<file path="src/rtl/btn_conditioner.sv">
// Pushbutton input conditioner: 2-flop synchroniser, debounce counter and
// auto-repeat FSM per channel, producing clean levels plus 1-cycle event pulses.
module btn_conditioner #(
  parameter int                 NUM_BTN             = 3,
  parameter int                 DEBOUNCE_CYCLES     = 1000000,
  parameter int                 REPEAT_DELAY_CYCLES = 50000000,
  parameter int                 REPEAT_RATE_CYCLES  = 10000000,
  parameter logic [NUM_BTN-1:0] REPEAT_MASK         = {NUM_BTN{1'b1}}
) (
  input  logic               clk,
  input  logic               rstn,
  input  logic [NUM_BTN-1:0] btn_raw,
  output logic [NUM_BTN-1:0] btn_level,
  output logic [NUM_BTN-1:0] btn_press,
  output logic [NUM_BTN-1:0] btn_release,
  output logic [NUM_BTN-1:0] btn_repeat
);

  localparam int DB_W = (DEBOUNCE_CYCLES > 1) ? $clog2(DEBOUNCE_CYCLES) : 1;
  localparam int DL_W = (REPEAT_DELAY_CYCLES > 1) ? $clog2(REPEAT_DELAY_CYCLES) : 1;
  localparam int RT_W = (REPEAT_RATE_CYCLES > 1) ? $clog2(REPEAT_RATE_CYCLES) : 1;
  localparam int RC_W = (DL_W > RT_W) ? DL_W : RT_W;

  localparam logic [DB_W-1:0] DB_LAST   = DB_W'(DEBOUNCE_CYCLES - 1);
  localparam logic [RC_W-1:0] DLY_LAST  = RC_W'(REPEAT_DELAY_CYCLES - 1);
  localparam logic [RC_W-1:0] RATE_LAST = RC_W'(REPEAT_RATE_CYCLES - 1);

  typedef enum logic [1:0] {
    ST_IDLE,
    ST_DELAY,
    ST_REPEAT
  } rpt_state_t;

  for (genvar i = 0; i < NUM_BTN; i++) begin : g_ch
    logic            sync_p0;
    logic            sync_p1;
    logic            level_q;
    logic            press_q;
    logic            release_q;
    logic            repeat_q;
    logic [DB_W-1:0] dcnt;
    logic            db_done;
    logic            press_evt;
    logic            release_evt;
    logic            rpt_en;
    rpt_state_t      state;
    rpt_state_t      state_nxt;
    logic [RC_W-1:0] rcnt;
    logic [RC_W-1:0] rcnt_nxt;
    logic            repeat_nxt;

    // Events are taken combinationally so the FSM moves on the same edge
    // that registers the press/release pulse.
    assign db_done     = (sync_p1 != level_q) && (dcnt == DB_LAST);
    assign press_evt   = db_done & sync_p1;
    assign release_evt = db_done & ~sync_p1;
    assign rpt_en      = REPEAT_MASK[i];

    // Synchroniser and debounce stage
    always_ff @(posedge clk) begin
      if (!rstn) begin
        sync_p0   <= 1'b0;
        sync_p1   <= 1'b0;
        level_q   <= 1'b0;
        dcnt      <= '0;
        press_q   <= 1'b0;
        release_q <= 1'b0;
      end else begin
        sync_p0   <= btn_raw[i];
        sync_p1   <= sync_p0;
        press_q   <= press_evt;
        release_q <= release_evt;
        if (sync_p1 == level_q) begin
          dcnt <= '0;
        end else if (dcnt == DB_LAST) begin
          level_q <= sync_p1;
          dcnt    <= '0;
        end else begin
          dcnt <= dcnt + DB_W'(1);
        end
      end
    end

    // Auto-repeat stage
    always_ff @(posedge clk) begin
      if (!rstn) begin
        state    <= ST_IDLE;
        rcnt     <= '0;
        repeat_q <= 1'b0;
      end else begin
        state    <= state_nxt;
        rcnt     <= rcnt_nxt;
        repeat_q <= repeat_nxt;
      end
    end

    always_comb begin
      state_nxt  = state;
      rcnt_nxt   = rcnt;
      repeat_nxt = 1'b0;
      if (!rpt_en) begin
        state_nxt = ST_IDLE;
        rcnt_nxt  = '0;
      end else begin
        case (state)
          ST_IDLE: begin
            if (press_evt) begin
              state_nxt = ST_DELAY;
              rcnt_nxt  = '0;
            end
          end
          ST_DELAY: begin
            if (release_evt) begin
              state_nxt = ST_IDLE;
            end else if (rcnt == DLY_LAST) begin
              repeat_nxt = 1'b1;
              rcnt_nxt   = '0;
              state_nxt  = ST_REPEAT;
            end else begin
              rcnt_nxt = rcnt + RC_W'(1);
            end
          end
          ST_REPEAT: begin
            if (release_evt) begin
              state_nxt = ST_IDLE;
            end else if (rcnt == RATE_LAST) begin
              repeat_nxt = 1'b1;
              rcnt_nxt   = '0;
            end else begin
              rcnt_nxt = rcnt + RC_W'(1);
            end
          end
          default: begin
            state_nxt = ST_IDLE;
            rcnt_nxt  = '0;
          end
        endcase
      end
    end

    assign btn_level[i]   = level_q;
    assign btn_press[i]   = press_q;
    assign btn_release[i] = release_q;
    assign btn_repeat[i]  = repeat_q;
  end

endmodule

</file>
<file path="config.mk">
export PLATFORM = sky130hd
export DESIGN_NAME = btn_conditioner
export DESIGN_NICKNAME = d
export VERILOG_FILES = /design/src/rtl/btn_conditioner.sv
export SDC_FILE = /design/constraint.sdc
export NUM_CORES = 1
export LEC_CHECK = 0
export ABC_AREA = 0
export BUFFER_PORTS_ARGS = -buffer_cell sky130_fd_sc_hd__buf_2
export CORE_ASPECT_RATIO = 1.25
export CORE_MARGIN = 5
export CORE_UTILIZATION = 51
export DETAILED_ROUTE_END_ITERATION = 8
export PLACE_DENSITY = 0.67
export SYNTH_ARGS = -nofsm -noshare
export SYNTH_HDL_FRONTEND = slang
export SYNTH_SLANG_ARGS = --single-unit
</file>
<file path="constraint.sdc">
create_clock -name clk -period 3.6 [get_ports clk]
set_input_delay 0.72 -clock clk [delete_from_list [all_inputs] [get_ports clk]]
set_output_delay 0.72 -clock clk [all_outputs]
set_load 0.01 [all_outputs]
</file>
== After elaboration in Yosys (flattened, before gate mapping) ==
Cells that the tools add are included.
W data, S select, Z words.
Cells by class
  add/sub/neg operators: 6
  eq/ne operators: 36
  muxes and demuxes: 48
  bitwise gates (word level): 13
  reductions and logical operators: 18
Operators with widths (number)
  $mux W26: 15
  $pmux W26 S3: 3
  $add A26 B1 Y26 const B: 3
  $eq A26 B24 Y1 const B: 3
  $eq A26 B26 Y1 const B: 3
  $add A20 B1 Y20 const B: 3
  $eq A20 B20 Y1 const B: 3
  $mux W2: 12
  $ne A2 B2 Y1 const B: 12
  $pmux W2 S3: 3
  $reduce_and A3 Y1: 6
  $mux W1: 12
  $ne A3 B3 Y1 const B: 3
  $reduce_or A3 Y1: 3
  $not A1 Y1: 7
  $and A1 B1 Y1: 6
  $eq A2 B1 Y1 const B: 3
  $eq A2 B2 Y1 const B: 3
  $logic_not A2 Y1: 3
  $pmux W1 S2: 3
  $reduce_and A2 Y1: 3
  $eq A1 B1 Y1: 3
  $logic_and A1 B1 Y1: 3
  $ne A1 B1 Y1: 3
Word-level totals
  flip-flop bits (word level): 162
  input bits: 5
  output and inout port bits: 12
  logic and storage cells: 148

== Depth between registers and ports, before layout ==
  word-level depth: 5
  gate-level depth with buffers: 10
  depth with buffers taken out: 7

== Worst setup path before layout ==
Ideal clock, no wire load.
  path kind: register to register
  start: reg g_ch[0].dcnt[0]
  end: reg g_ch[0].rcnt[22]
  library setup time: 0.095 ns
  arrival time: 2.187 ns
  data required time: 3.505 ns
  path slack: 1.317 ns
  cell stages (with the launch flop): 11
  buffers on the path: 3
  period minus slack after synthesis: 2.283 ns
  cells stage by stage: dfxtp_1 ha_1 nand2_1 or3_1 buf_2 or3_4 o21ai_2 buf_6 buf_8 o21ai_2 a221oi_1
On the way
  cells in the longest elaborated chain, start to end: 5
  elaborated cells between the ends (all ways): 8
  classes of those cells: 4 x eq/ne; 2 x bitwise; 2 x reduce/logical
RTL lines
  start, declared: line 41  | logic [DB_W-1:0] dcnt;
  start signal, assigned: line 79  | dcnt <= dcnt + DB_W'(1);
  $eq A20 B20 Y1 (*): line 54  | assign db_done = (sync_p1 != level_q) && (dcnt == DB_LAST);
  $logic_and A1 B1 Y1 (*): line 54
  $and A1 B1 Y1, on equally long branches: line 56, 55
  $ne A2 B2 Y1 (no line)
  $reduce_and A3 Y1 (no line) (*)
  end signal, assigned: line 92  | rcnt <= rcnt_nxt;
  end, declared: line 48  | logic [RC_W-1:0] rcnt;
Every way passes the cells marked *; elsewhere a longest branch is shown, timed or not.
A chain may end at the register's enable or synchronous reset.

== Worst setup path in the final report ==
  start: reg g_ch[0].rcnt[0]
  end: reg g_ch[0].rcnt[3]
On the way
  cells in the longest elaborated chain, start to end: 4
  elaborated cells between the ends (all ways): 8
  classes of those cells: 1 x add/sub; 2 x eq/ne; 5 x mux
RTL lines
  $add A26 B1 Y26 (tied with other cells): line 120, 130
  $mux W26, on equally long branches: line 126, 115
  $mux W26, on equally long branches: line 124, 113
  $pmux W26 S3 (*): line 105  | case (state)
Every way passes the cells marked *; elsewhere a longest branch is shown, timed or not. The select of a mux whose other input is x is not followed.

==> results.sh <==
export IMPL_start_util_pct=51.4
export IMPL_grt_use_total_pct=19.1
export IMPL_cts_tree="built"
export IMPL_holdBufCountCts=0
export IMPL_critPathArrivalTime_ns=3.02
export IMPL_clock_latency_ns=0.43
export IMPL_synthXorXnorAreaFrac_pct=5.83
export IMPL_cts_sinks=162
export IMPL_place_gp_congestion=0.827
export IMPL_ys_types=83
export IMPL_ys_seq_area_share_pct=37.9
export IMPL_rsz0062_at_grt="false"
export IMPL_port_buffers=16
export IMPL_yosysWarnings=0
export IMPL_ys_flop_type="dfxtp_1"
export IMPL_synth_area_um2=8560
export IMPL_synth_top_family_by_area="simple AND/OR/NAND/NOR gates"
export IMPL_fin_nets=1043
export IMPL_synth_seq_cells=162
export IMPL_syn_inst=1034
export IMPL_syn2layout_area_growth_pct=7.91
export IMPL_post_route_min_period_ns=2.69
export IMPL_synth_common_cells="dfxtp_1 (162), nor2_1 (108), nand2_1 (107), nand3_1 (70), a21oi_1 (44)"
export IMPL_grt_max_degree=56
export IMPL_synthArstFlopShare_pct=0
export IMPL_dpl_cell_count=1224
export IMPL_internal_power_mw=2.83
export IMPL_p_sw_share_pct=22.2
export IMPL_die_y_um=155
export IMPL_core_area_um2=16600
export IMPL_vias_per_cell=5.92
export IMPL_grt_pass1_wl_um=31800
export IMPL_finClkSkew_ns=0.0103
export IMPL_htree_num_levels=4
export IMPL_required_ns=3.93
export IMPL_min_path_type="reg -> reg"
export IMPL_relSlewSlack_pct=43.1
export IMPL_cap_viol_max_count=0
export IMPL_avgSynthCellArea_um2=8.28
export IMPL_yosys_cell_count_top_type="dfxtp_1"
export IMPL_fp_dieW_um=126
export IMPL_setup_viol=0
export IMPL_synth_fa_ha_area_share_pct=2.19
export IMPL_synth_edff_count=0
export IMPL_vdd_drop_max_v=0.000343
export IMPL_drive_gt1_share_pct=8.49
export IMPL_power_frac_clock_pct=49.2
export IMPL_fin_setup_tns_ns=0
export IMPL_die_area_um2=19500
export IMPL_fmax_mhz=371
export IMPL_ios=17
export IMPL_cts_setup_buffers=0
export IMPL_rows=53
export IMPL_antenna_cells=0
export IMPL_dpl_hpwl_um=12600
export IMPL_route_detailed_drc=0
export IMPL_worstMarginPinSlew_ns=0.854
export IMPL_total_leakage_power_nw=2.81
export IMPL_ant_nets=0
export IMPL_nFillCells=1531
export IMPL_path_class="reg -> reg"
export IMPL_wl_per_cell_um=14.8
export IMPL_synthesis_nets=1054
export IMPL_timing_final_hold_violations=0
export IMPL_synth_compound_area_share_pct=14.5
export IMPL_status="completed"
export IMPL_totalWireLength_um=18500
export IMPL_final_max_slew_viol_count=0
export IMPL_clk_pin_slew_worst_paths_ns=0.07
export IMPL_root_buffer="clkbuf_16"
export IMPL_drtIter0Drc=381
export IMPL_cts_buffer_depth=2
export IMPL_p_sw_mw=0.806
export IMPL_synth_top_area_cell="dfxtp_1"
export IMPL_antenna_found_initial=0
export IMPL_first_pass_iters=5
export IMPL_timing_final_crit_share_pct=74.8
export IMPL_yosysTopAreaCellShare_pct=37.9
export IMPL_cts_buffers=17
export IMPL_combinationalPowerShare_pct=1.3
export IMPL_synthSimpleGateAreaFrac_pct=33.5
export IMPL_endpoint_kind="flip-flop"
export IMPL_grt_ovfl_total=0
export IMPL_synth_area_leaders="dfxtp_1 (38%), nor2_1 (4.7%), nand2_1 (4.7%)"
export IMPL_final_cells=1256
export IMPL_grt_pass1_vias=6853
export IMPL_synth_mux_area_fraction_pct=0.599
export IMPL_start_kind="flip-flop"
export IMPL_vias=7431
export IMPL_p_seq_share_pct=49.5
export IMPL_cts_resized_gates=0
export IMPL_power_density_nw_per_um2=393
export IMPL_critPathMaxFanout=11
path summary, 6_finish.rpt:
check / from / to / slack (ns) / cells after the start
worst max-delay path: g_ch[0].rcnt[0]$_SDFFE_PN0P_ / g_ch[0].rcnt[3]$_SDFFE_PN0P_ / 0.91 / 7
worst min-delay path: g_ch[2].sync_p0$_SDFF_PN0_ / g_ch[2].sync_p1$_SDFF_PN0_ / 0.44 / 1
worst max register to register: g_ch[0].rcnt[0]$_SDFFE_PN0P_ / g_ch[0].rcnt[3]$_SDFFE_PN0P_ / 0.91 / 7
worst min register to register: g_ch[2].sync_p0$_SDFF_PN0_ / g_ch[2].sync_p1$_SDFF_PN0_ / 0.44 / 1
area by class of cell:
class	count	area (µm²)	area share, %
multi-input combinational	787	4850	52.5
sequential	162	3240	35.1
clock buffer	20	467	5.05
tap	220	275	2.98
timing repair buffer	30	185	2.00
clock inverter	12	123	1.33
inverter	25	93.8	1.02
cells by family after synthesis:
logic type / after synthesis
simple gates: 533
compound gates: 177
flops: 162
buf+inv: 85
xor+xnor: 57
fa+ha+maj: 15
mux: 5
power groups by stage:
stage / sequential (mW) / clock [mW] / combinational (mW)
floorplan: 1.84 / 0 / 0.0334
global placement: 1.84 / 0 / 0.0484
detailed placement: 1.84 / 0 / 0.0485
CTS: 1.80 / 1.82 / 0.0487
global route: 1.80 / 1.90 / 0.0534
finish: 1.80 / 1.79 / 0.0481
critical path, stage by stage, from the launching register on:
cell	delay, ns
dfxtp_1	0.35
ha_1	0.27
and4_1	0.26
nand4_1	0.12
nor2_1	0.08
o22ai_1	0.68
nand2_1	0.43
o41ai_1	0.40
state kept, by name, summed over array words and instances, names as in the netlist:
| name | count |
|---|---|
| g_ch.state | 6 |
| g_ch.release_q | 3 |
| g_ch.repeat_q | 3 |
| g_ch.sync_p0 | 3 |
| g_ch.press_q | 3 |
| g_ch.sync_p1 | 3 |
| g_ch.dcnt | 60 |
| g_ch.rcnt | 78 |
| g_ch.level_q | 3 |
through the flow:
step                utilization [%]  cell area (µm²)  power [mW]  hold WS (ns)  worst slack, ns
finish                         55.5             9240        3.63         0.436            0.908
global placement               52.0             8650        1.89         0.415            0.942
detailed placement             52.0             8650        1.89         0.425            0.905
CTS                            55.5             9240        3.67         0.440            0.894
global route                   55.5             9240        3.75         0.455            0.611
floorplan                         -             8560        1.87         0.412             1.32
layout by cell type (no fill, tap or decap), types with 7 or more instances in the layout:
| master | instances |
|---|---|
| ha_1 | 15 |
| a31oi_1 | 9 |
| clkbuf_16 | 17 |
| buf_2 | 16 |
| nand3_1 | 70 |
| nor4_1 | 22 |
| buf_4 | 14 |
| dfxtp_1 | 162 |
| o21ai_0 | 24 |
| o22ai_1 | 18 |
| o31ai_1 | 7 |
| or3_1 | 32 |
| xnor2_1 | 31 |
| xor2_1 | 26 |
| nor2b_1 | 7 |
| and3_1 | 14 |
| nand2b_1 | 8 |
| inv_1 | 24 |
| and2_1 | 19 |
| or4_1 | 12 |
| nand4_1 | 42 |
| and4_1 | 18 |
| nor2_1 | 108 |
| a21oi_1 | 44 |
| nor4b_1 | 10 |
| nor3_1 | 23 |
| nand2_1 | 107 |
layer usage:
| layer | vias up | part of all wire (%) | GRT usage (%) |
|---|---|---|---|
| met4 | 0 | 1.6 | 6.34 |
| met1 | 3515 | 46 | 23.7 |
| met5 | - | 0 | 0 |
| met3 | 26 | 3.2 | 3.74 |
| met2 | 125 | 49 | 33.1 |
| li1 | 3765 | - | - |
(Power assumes the default switching activity.)
